$ cat src/rtl/uart_rx_ctrl_if.sv
// Byte-level handshake between a UART receiver, the receive controller and its consumer.
// The slave modport is the controller; the master modport drives the receiver/consumer side.
interface uart_rx_ctrl_if;
  logic [7:0] rxData;
  logic       rxDone;
  logic       rxErr;
  logic [7:0] outData;
  logic       outValid;
  logic       outReady;

  modport master (
    output rxData, rxDone, rxErr, outReady,
    input  outData, outValid
  );

  modport slave (
    input  rxData, rxDone, rxErr, outReady,
    output outData, outValid
  );
endinterface

$ cat src/rtl/uart_rx_ctrl.sv
// Receive controller: buffers receiver bytes in a FIFO and tracks errors and overrun.
// The idle-timeout pulse is built only when UART_RX_CTRL_TIMEOUT_EN is defined.
module uart_rx_ctrl #(
  parameter int Depth         = 8,
  parameter int TimeoutCycles = 1024
) (
  input  logic                    clk,
  input  logic                    nReset,
  input  logic                    enable,
  uart_rx_ctrl_if.slave           bus,
  input  logic                    clearErr,
  output logic [$clog2(Depth):0]  level,
  output logic                    overrun,
  output logic [7:0]              errCount,
  output logic                    timeout
);

  localparam int AddrW  = $clog2(Depth);
  localparam int LevelW = AddrW + 1;

  typedef enum logic [1:0] {
    IDLE  = 2'd0,
    RUN   = 2'd1,
    DRAIN = 2'd2
  } stateT;

  stateT            state;
  logic             pushPend;
  logic [AddrW-1:0] wrPtr;
  logic [AddrW-1:0] rdPtr;
  logic [7:0]       mem [Depth];
  logic             full;
  logic             pop;
  logic             pushReq;
  logic             pushAcc;
  logic             dropByte;

  // A full FIFO still takes a byte when the head leaves in the same cycle.
  assign full         = (level == LevelW'(Depth));
  assign bus.outValid = (level != '0);
  assign bus.outData  = mem[rdPtr];
  assign pop          = bus.outValid && bus.outReady;
  assign pushReq      = pushPend && (state == RUN);
  assign pushAcc      = pushReq && (!full || pop);
  assign dropByte     = pushReq && full && !pop;

  always_ff @(posedge clk or negedge nReset) begin
    if (!nReset) begin
      state <= IDLE;
    end else begin
      case (state)
        IDLE:    if (enable) state <= RUN;
        RUN:     if (!enable) state <= DRAIN;
        DRAIN: begin
          if (enable)             state <= RUN;
          else if (level == '0)   state <= IDLE;
        end
        default: state <= IDLE;
      endcase
    end
  end

  // The receiver presents its byte one cycle after rxDone, so the pulse is delayed once.
  always_ff @(posedge clk or negedge nReset) begin
    if (!nReset) begin
      pushPend <= 1'b0;
      wrPtr    <= '0;
      rdPtr    <= '0;
      level    <= '0;
    end else begin
      pushPend <= bus.rxDone;
      if (pushAcc) wrPtr <= wrPtr + AddrW'(1);
      if (pop)     rdPtr <= rdPtr + AddrW'(1);
      if (pushAcc && !pop)      level <= level + LevelW'(1);
      else if (pop && !pushAcc) level <= level - LevelW'(1);
    end
  end

  always_ff @(posedge clk) begin
    if (pushAcc) mem[wrPtr] <= bus.rxData;
  end

  // A clear loses to an error or drop arriving in the same cycle.
  always_ff @(posedge clk or negedge nReset) begin
    if (!nReset) begin
      errCount <= '0;
      overrun  <= 1'b0;
    end else if (clearErr) begin
      errCount <= bus.rxErr ? 8'd1 : 8'd0;
      overrun  <= dropByte;
    end else begin
      if (bus.rxErr && errCount != 8'hFF) errCount <= errCount + 8'd1;
      if (dropByte) overrun <= 1'b1;
    end
  end

`ifdef UART_RX_CTRL_TIMEOUT_EN
  localparam int CountW = $clog2(TimeoutCycles + 1);

  logic [CountW-1:0] idleCount;
  logic              armed;

  // After one pulse the counter stays quiet until a new byte is accepted.
  always_ff @(posedge clk or negedge nReset) begin
    if (!nReset) begin
      idleCount <= '0;
      armed     <= 1'b1;
      timeout   <= 1'b0;
    end else begin
      timeout <= 1'b0;
      if (pushAcc) armed <= 1'b1;
      if (state != RUN || pushAcc || pop || level == '0) begin
        idleCount <= '0;
      end else if (armed) begin
        if (idleCount == CountW'(TimeoutCycles - 1)) begin
          timeout   <= 1'b1;
          armed     <= 1'b0;
          idleCount <= '0;
        end else begin
          idleCount <= idleCount + CountW'(1);
        end
      end
    end
  end
`else
  assign timeout = 1'b0;
`endif

endmodule

$ cat src/flat_wrapper.sv
// flat-port wrapper written by rule: the top's interface ports become plain ports
module uart_rx_ctrl_flat 
#(
  parameter int Depth         = 8,
  parameter int TimeoutCycles = 1024
)
  (clk, nReset, enable, clearErr, level, overrun, errCount, timeout, bus_rxData, bus_rxDone, bus_rxErr, bus_outReady, bus_outData, bus_outValid);
  uart_rx_ctrl_if bus_i ();
  input  logic clk;
  input  logic nReset;
  input  logic enable;
  input  logic clearErr;
  output logic [$clog2(Depth):0] level;
  output logic overrun;
  output logic [7:0] errCount;
  output logic timeout;
  input wire logic [$bits(bus_i.rxData)-1:0] bus_rxData;
  input wire logic [$bits(bus_i.rxDone)-1:0] bus_rxDone;
  input wire logic [$bits(bus_i.rxErr)-1:0] bus_rxErr;
  input wire logic [$bits(bus_i.outReady)-1:0] bus_outReady;
  output wire logic [$bits(bus_i.outData)-1:0] bus_outData;
  output wire logic [$bits(bus_i.outValid)-1:0] bus_outValid;
  assign bus_i.rxData = bus_rxData;
  assign bus_i.rxDone = bus_rxDone;
  assign bus_i.rxErr = bus_rxErr;
  assign bus_i.outReady = bus_outReady;
  assign bus_outData = bus_i.outData;
  assign bus_outValid = bus_i.outValid;
  uart_rx_ctrl #(.Depth(Depth), .TimeoutCycles(TimeoutCycles)) u_core (.clk(clk), .nReset(nReset), .enable(enable), .bus(bus_i), .clearErr(clearErr), .level(level), .overrun(overrun), .errCount(errCount), .timeout(timeout));
endmodule
$ cat config.mk
export PLATFORM = sky130hd
export DESIGN_NAME = uart_rx_ctrl_flat
export DESIGN_NICKNAME = d
export VERILOG_FILES = /design/src/rtl/uart_rx_ctrl_if.sv /design/src/rtl/uart_rx_ctrl.sv /design/src/flat_wrapper.sv
export SDC_FILE = /design/constraint.sdc
export NUM_CORES = 1
export LEC_CHECK = 0
export CORE_AREA = 2 2 89 91
export CTS_CLUSTER_SIZE = 28
export DETAILED_ROUTE_END_ITERATION = 16
export DIE_AREA = 0 0 91 93
export HOLD_SLACK_MARGIN = 0.1
export PLACE_DENSITY_LB_ADDON = 0.25
export SYNTH_ARGS = -nofsm -noshare
export SYNTH_HDL_FRONTEND = slang
export SYNTH_SLANG_ARGS = --single-unit
$ cat constraint.sdc
create_clock -name clk -period 2 [get_ports clk]
set_input_delay 0.3 -clock clk [delete_from_list [all_inputs] [get_ports clk]]
set_output_delay 0.3 -clock clk [all_outputs]
set_load 0.005 [all_outputs]
==> results of run 1 <==
-- routing by layer --
| layer | wire length [µm] | track usage | up-vias |
|---|---|---|---|
| met2 | 3184 | 0.2556 | 40 |
| met3 | 253 | 0.03062 | 10 |
| met5 | 0 | 0 | - |
| li1 | - | - | 958 |
| met1 | 2996 | 0.2403 | 1040 |
| met4 | 124 | 0.07955 | 0 |
-- worst paths after layout --
path / start / end / slack, ps / depth (start not counted)
hold / removal: nReset / u_core.level[1]$_DFFE_PN0P_ / 300 / 2
setup reg to reg: u_core.level[2]$_DFFE_PN0P_ / u_core.level[3]$_DFFE_PN0P_ / 20 / 10
min in group clk: bus_rxDone / u_core.pushPend$_DFF_PN0_ / 410 / 1
hold reg to reg: u_core.state[1]$_DFFE_PN0P_ / u_core.state[0]$_DFFE_PN0P_ / 510 / 1
max in group asynchronous: nReset / u_core.rdPtr[0]$_DFFE_PN0N_ / 1470 / 2
setup / recovery: u_core.rdPtr[0]$_DFFE_PN0N_ / bus_outData[6] / -190 / 5
-- power groups by stage --
stage | Sequential, µW | Clock [µW] | Combinational, µW
2_1_floorplan | 2290 | 0 | 1060
3_3_place_gp | 2280 | 0 | 1840
3_5_place_dp | 2290 | 0 | 1870
4_1_cts | 2270 | 1190 | 2220
5_1_grt | 2300 | 1260 | 2620
6_report | 2270 | 1160 | 2410
-- cells by family (layout without fill, tap and decap cells) --
kind of cell,Yosys count,count (layout)
flops,86,86
compound gates,17,17
xor+xnor,7,7
simple gates,47,47
buf+inv,12,98
other cells,1,1
mux,30,30
fa+ha+maj,7,7
-- state kept, by name, indices dropped and copies added (netlist names) --
register,flops
u_core.errCount,8
u_core.level,4
u_core.mem,64
u_core.overrun,1
u_core.pushPend,1
u_core.rdPtr,3
u_core.state,2
u_core.wrPtr,3
-- area by class of cell --
type,count,area share
clock buffers,10,0.02731
clock inverters,6,0.01312
inverters,5,0.005087
multi-input cells,109,0.2418
flip-flops and latches,86,0.5290
well taps,102,0.02731
repair buffers,77,0.1564
-- cells in the mapped netlist, drive strengths merged, types with 2 or more instances --
cell / n / share of area
nand3: 7 / 0.0097
xnor2: 6 / 0.015
ha: 6 / 0.021
nor2: 10 / 0.010
nand2b: 6 / 0.010
a21oi: 6 / 0.0083
inv: 5 / 0.0052
mux2: 11 / 0.034
or4: 2 / 0.0041
clkbuf: 2 / 0.0021
dfrtp: 22 / 0.15
mux2i: 3 / 0.0083
edfxtp: 64 / 0.53
nor3: 6 / 0.0083
buf: 5 / 0.013
o21ai: 5 / 0.0080
mux4: 16 / 0.12
nand3b: 3 / 0.0062
nand2: 9 / 0.0093
-- per-stage QoR --
step           utilization  setup TNS, ps
2_1_floorplan            -         -16.19
3_3_place_gp        0.5718         -989.7
3_5_place_dp        0.5718          -1691
4_1_cts             0.6061          -1571
5_1_grt             0.6208          -2127
6_report            0.6208          -1508
-- repair_timing --
item	4_1_cts	5_1_grt
cloned	0	0
endpoints found under the setup margin	9	10
buffers inserted	10	3
pin swaps	1	6
gates resized for setup	67	17
-- worst reg2reg max path: cells and delay by family (launching register included) --
kind	cells	cell delay, ps
and+or+nand+nor	2	410
adders and majority gates	2	410
DFF	1	410
AOI/OAI and AO/OA	3	310
buffers and inverters	2	200
xor gates and xnor gates	1	120
==> impl_metrics.sql, run 1 <==
INSERT INTO impl_metrics (metric_group, metric, value, unit) VALUES
('run_status', 'status', 'finished with violations', ''),
('run_status', 'failed_checks', 'setup timing', ''),
('pwr', 'cell_internal_power_dissipation', '4237', 'µW'),
('global_routing', 'grt_first_pass_wirelength', '10.83', 'mm'),
('clock_network', 'clock_sinks', '86', ''),
('synth', 'avg_inst_size_synth', '17.48', 'µm²'),
('final_layout', 'flow.area_growth_from_synthesis', '29.15', '%'),
('flow_run', 'drv_cap', '0', ''),
('critical_path', 'crit_path_end_kind', 'output pin', ''),
('synth', 'ys.warnings.count', '0', ''),
('critical_path', 'timing.critical_path.max_delay_family', 'multiplexers', ''),
('critical_path', 'critical-path-slowest-cell', 'sky130_fd_sc_hd__mux4_2', ''),
('global_routing', 'grt_start_max_net_pins', '23', ''),
('pwr', 'switching_power_total', '1601', 'µW'),
('synth', 'synthXorXnorAreaFrac', '0.01694', ''),
('sta', 'final.hold.worst_slack', '298.8', 'ps'),
('critical_path', 'worstSetupPathType', 'flop to output pin', ''),
('placement', 'place_hpwl', '4.241', 'mm'),
('final_layout', 'area.sequential', '0.002472', 'mm²'),
('final_layout', 'multi_input_comb_area', '0.001130', 'mm²'),
('pwr', 'power.share.switching', '0.2742', ''),
('routing', 'drc', '0', ''),
('critical_path', 'timing.critical_path.arrival', '1890', 'ps'),
('final_layout', 'most_used_cells_in_the_layout_excluding_fill_and_tap_cells', 'sky130_fd_sc_hd__edfxtp_1 (64), sky130_fd_sc_hd__buf_4 (30), sky130_fd_sc_hd__clkdlybuf4s50_1 (27)', ''),
('final_layout', 'layout.cells.most_common', 'sky130_fd_sc_hd__edfxtp_1', ''),
('synth', 'synth_seq_cells', '86', ''),
('pwr', 'p_leak', '0.001690', 'µW'),
('clock_network', 'numCtsBuffers', '9', ''),
('critical_path', 'critical-path-top-cell-by-count', 'sky130_fd_sc_hd__buf_6', ''),
('routing', 'avgRoutedWirePerCell', '16.61', 'µm'),
('final_layout', 'fillCellCount', '588', ''),
('synth', 'synth_compound_gate_area_share', '0.02801', ''),
('final_layout', 'finalInstanceArea', '0.004673', 'mm²'),
('routing', 'drtAntennaViolNets', '0', ''),
('sta', 'fin_crit', '2193', 'ps'),
('floorplanning', 'design.portCount', '38', ''),
('floorplanning', 'die_area', '0.008463', 'mm²'),
('pwr', 'power_frac_seq', '0.389', ''),
('sta', 'finalWorstSetupSlack', '-192.7', 'ps'),
('synth', 'synth_adder_area_share', '0.02628', ''),
('placement', 'cell_area_after_placement', '0.004304', 'mm²'),
('sta', 'final_hold_viol_count', '0', ''),
('clock_network', 'ctsRootBufferMaster', 'sky130_fd_sc_hd__clkbuf_8', ''),
('synth', 'synth_ff_type', 'sky130_fd_sc_hd__edfxtp_1', ''),
('placement', 'port-buffer-count', '36', ''),
('min_path', 'hold_class', 'input pin to asynchronous set/reset pin', ''),
('clock_network', 'htree_levels', '3', ''),
('pwr', 'clock_power_share', '0.199', ''),
('sta', 'finalSetupViolations', '8', ''),
('sta', 'fmax', '456.1', 'MHz'),
('final_layout', 'final-instance-count-excl-fill', '395', ''),
('final_layout', 'design.final.nets', '310', ''),
('global_routing', 'first_global_vias', '2085', ''),
('sta', 'setup_repair_after_global_routing_missed_its_margin', 'true', ''),
('clock_network', 'clk_path_buf_depth', '2', ''),
('synth', 'synth_enable_flop_cells', '64', ''),
('critical_path', 'critical_path_fanouts_max', '5', ''),
('floorplanning', 'fp.dieW', '91', 'µm'),
('critical_path', 'critical_path.startpoint_type', 'flop', ''),
('clock_network', 'tritoncts', 'yes', ''),
('critical_path', 'required', '1700', 'ps'),
('global_routing', 'groute.usage.overall', '0.1688', ''),
('synth', 'syn-num-nets', '229', ''),
('critical_path', 'maximum_cell_stage_delay_along_the_critical_path', '490', 'ps'),
('critical_path', 'path_cells', 'buf_6, buf_6, mux4_2, mux2_4, buf_6', ''),
('floorplanning', 'fp-row-count', '32', ''),
('placement', 'gp_congestion', '0.7361', ''),
('final_layout', 'n_antenna_cell', '0', ''),
('routing', 'vias_per_cell', '5.185', ''),
('global_routing', 'grt.overflow.total', '0', ''),
('clock_network', 'clock_input_transition_at_the_sequential_cells_of_the_worst_setup_and_hold_paths', '80', 'ps');
Note: power is estimated with default switching activity, not from simulation.
==> inputs of run 2 (changes only) <==
--- a/config.mk
+++ b/config.mk
@@ -5,10 +5,10 @@
 export SDC_FILE = /design/constraint.sdc
 export NUM_CORES = 1
 export LEC_CHECK = 0
-export CORE_AREA = 2 2 89 91
+export CORE_AREA = 2 2 115 117
 export CTS_CLUSTER_SIZE = 28
 export DETAILED_ROUTE_END_ITERATION = 16
-export DIE_AREA = 0 0 91 93
+export DIE_AREA = 0 0 117 119
 export HOLD_SLACK_MARGIN = 0.1
 export PLACE_DENSITY_LB_ADDON = 0.25
 export SYNTH_ARGS = -nofsm -noshare
==> run 2 against run 1 <==
Effect of this change:
- the flow still finishes with violations (setup timing)
- total power increased by 12%
- clock power increased by 60%
- worst hold slack improved by 16 ps
- register-to-register slack improved by 40 ps
- sequential share of layout area decreased by 2.4 points
- final area increased by 4.8%
- count of clock-buffer cells in the layout unchanged
- critical path type unchanged
- largest cell class unchanged
==> impl_metrics.sql, run 2 (same netlist as run 1, synthesis figures left out) <==
INSERT INTO impl_metrics (metric_group, metric, value, unit) VALUES
('global_routing', 'grt_first_pass_wirelength', '10.98', 'mm'),
('run_status', 'status', 'finished with violations', ''),
('sta', 'worst_skew', '7.630', 'ps'),
('global_routing', 'first_global_vias', '2045', ''),
('clock_network', 'cts_hold_buf', '0', ''),
('sta', 'final_max_slew_viol_count', '0', ''),
('critical_path', 'timing.critical_path.from', 'u_core.rdPtr[0]$_DFFE_PN0N_', ''),
('sta', 'final_hold_viol_count', '0', ''),
('sta', 'finalWorstSetupSlack', '-230.4', 'ps'),
('pwr', 'p_leak', '0.001748', 'µW'),
('global_routing', 'grt_start_max_net_pins', '23', ''),
('routing', 'route.vias.total', '2008', ''),
('critical_path', 'timing.rr.start', 'u_core.level[2]$_DFFE_PN0P_', ''),
('global_routing', 'grt_antenna_before_repair', '0', ''),
('flow_run', 'drv_cap', '0', ''),
('final_layout', 'layout.cells.most_common', 'sky130_fd_sc_hd__edfxtp_1', ''),
('final_layout', 'drive_above_1_share', '0.3298', ''),
('global_routing', 'groute.usage.overall', '0.1089', ''),
('final_layout', 'finalInstanceArea', '0.004897', 'mm²'),
('placement', 'gp_congestion', '0.7572', ''),
('routing', 'totalWireLength', '6.881', 'mm'),
('floorplanning', 'die_area', '0.01392', 'mm²'),
('placement', 'cell_area_after_placement', '0.004384', 'mm²'),
('placement', 'port-buffer-count', '36', ''),
('clock_network', 'ctsRootBufferMaster', 'sky130_fd_sc_hd__clkbuf_16', ''),
('final_layout', 'most_used_cells_in_the_layout_excluding_fill_and_tap_cells', 'sky130_fd_sc_hd__edfxtp_1 (64), sky130_fd_sc_hd__clkdlybuf4s50_1 (27), sky130_fd_sc_hd__buf_4 (23)', ''),
('final_layout', 'utilization', '0.3804', ''),
('clock_network', 'clock_sinks', '86', ''),
('routing', 'drc', '0', ''),
('routing', 'vias_per_cell', '4.356', ''),
('floorplanning', 'fp-row-count', '42', ''),
('final_layout', 'top_register', 'u_core.mem', ''),
('pwr', 'power.ir.vdd_worst', '0.5174', 'mV'),
('floorplanning', 'fp.dieH', '119', 'µm'),
('sta', 'setup_total_neg_slack', '-1721', 'ps'),
('pwr', 'report.power.total', '6536', 'µW'),
('floorplanning', 'core_area', '0.01287', 'mm²'),
('critical_path', 'critical_path_fanouts_max', '5', ''),
('critical_path', 'required', '1700', 'ps'),
('pwr', 'power.density_cell_area', '1335', 'mW/mm²'),
('final_layout', 'design.final.nets', '303', ''),
('clock_network', 'htree_levels', '3', ''),
('routing', 'avgRoutedWirePerCell', '14.93', 'µm'),
('critical_path', 'critical_path.startpoint_type', 'flop', ''),
('critical_path', 'worstSetupPathType', 'flop to output pin', ''),
('min_path', 'hold_class', 'input pin to asynchronous set/reset pin', ''),
('clock_network', 'tritoncts', 'yes', ''),
('routing', 'drtAntennaViolNets', '0', ''),
('floorplanning', 'floorplan.initialDensity', '0.2810', ''),
('sta', 'setup_repair_after_global_routing_missed_its_margin', 'true', ''),
('clock_network', 'clk_path_buf_depth', '2', ''),
('placement', 'place_hpwl', '4.173', 'mm'),
('routing', 'detail_route.iter0.violations', '113', ''),
('final_layout', 'largest_register_ff_count', '64', ''),
('final_layout', 'n_antenna_cell', '0', ''),
('run_status', 'failed_checks', 'setup timing', ''),
('floorplanning', 'design.portCount', '38', ''),
('sta', 'finalSetupViolations', '8', ''),
('clock_network', 'numCtsBuffers', '9', ''),
('sta', 'finalCritPeriodShare', '1.115', ''),
('final_layout', 'flow.area_growth_from_synthesis', '35.34', '%'),
('global_routing', 'grt.overflow.total', '0', ''),
('floorplanning', 'fp.dieW', '117', 'µm'),
('clock_network', 'clock_input_transition_at_the_sequential_cells_of_the_worst_setup_and_hold_paths', '60', 'ps'),
('critical_path', 'crit_path_end_kind', 'output pin', ''),
('sta', 'fin_crit', '2230', 'ps'),
('clock_network', 'clock_latency', '330', 'ps'),
('sta', 'fmax', '448.3', 'MHz'),
('routing', 'drt_first_pass_iters', '4', ''),
('critical_path', 'timing.critical_path.arrival', '1930', 'ps'),
('final_layout', 'registers_with_the_most_flip_flops', 'u_core.mem (64), u_core.errCount (8), u_core.level (4)', '');
==> run 2: changes by cell type in the layout (fill, tap and decap cells not counted), moves of 2 or more <==
cell / change
sky130_fd_sc_hd__clkbuf_16: +10
sky130_fd_sc_hd__clkbuf_8: -9
sky130_fd_sc_hd__buf_4: -7
sky130_fd_sc_hd__buf_6: -4
sky130_fd_sc_hd__buf_12: +2
sky130_fd_sc_hd__buf_8: +2
sky130_fd_sc_hd__bufinv_16: +2
sky130_fd_sc_hd__clkinv_1: -2
sky130_fd_sc_hd__clkinvlp_4: -2
==> run 2: cell type report <==
cell class / instances / area, µm²
clock buffers: 10 / 229.0
repair buffers: 70 / 725.7
inverters: 5 / 23.77
fillers: 1190 / 7978
well taps: 176 / 220.2
flip-flops and latches: 86 / 2474
multi-input cells: 109 / 1117
clock inverters: 5 / 107.6
==> run 2: report_power, final <==
group / internal [µW] / total, µW / switching (µW)
clock network: 1220 / 1860 / 641
registers: 2120 / 2300 / 177
logic: 1550 / 2380 / 827
total: 4890 / 6540 / 1640
==> run 2: layer usage <==
metal  vias to the layer above  routed length, µm  track usage
met3                         7                287      0.03562
met5                         -                  0            0
li1                        945                  -            -
met1                      1009               3174       0.1426
met2                        47               3323       0.1662
met4                         0                 96      0.04412
==> run 2: final timing paths <==
kind / to / slack, ps / cells past startpoint
worst max-delay path: bus_outData[7] / -230 / 5
worst min-delay path: u_core.state[1]$_DFFE_PN0P_ / 320 / 2
worst max register to register: u_core.level[3]$_DFFE_PN0P_ / 60 / 10
worst min register to register: u_core.state[0]$_DFFE_PN0P_ / 500 / 1
max in group asynchronous: u_core.rdPtr[0]$_DFFE_PN0N_ / 1440 / 2
min in group clk: u_core.pushPend$_DFF_PN0_ / 410 / 1
==> run 2: metrics by stage <==
step,cells,setup slack [ps],hold WS [ps]
floorplan,207,-16.19,4.409
global placement,435,-252.3,469.8
detailed placement,435,-245.9,500.3
CTS,459,-275.9,318.1
global route,461,-293.4,361.4
finish,461,-230.4,315.2
==> run 2: what timing repair did <==
action	in CTS	in global routing
resized for setup	73	11
cloned	1	0
pin swaps	1	8
setup buffers	8	2
setup endpoints to repair	9	10
==> run 2: critical path, cell delays in order, from the launching register on <==
cell and delay (ps):
sky130_fd_sc_hd__dfrtp_2 440, sky130_fd_sc_hd__clkbuf_16 180, sky130_fd_sc_hd__buf_6 100, sky130_fd_sc_hd__mux4_2 470, sky130_fd_sc_hd__mux2_4 290, sky130_fd_sc_hd__buf_6 120
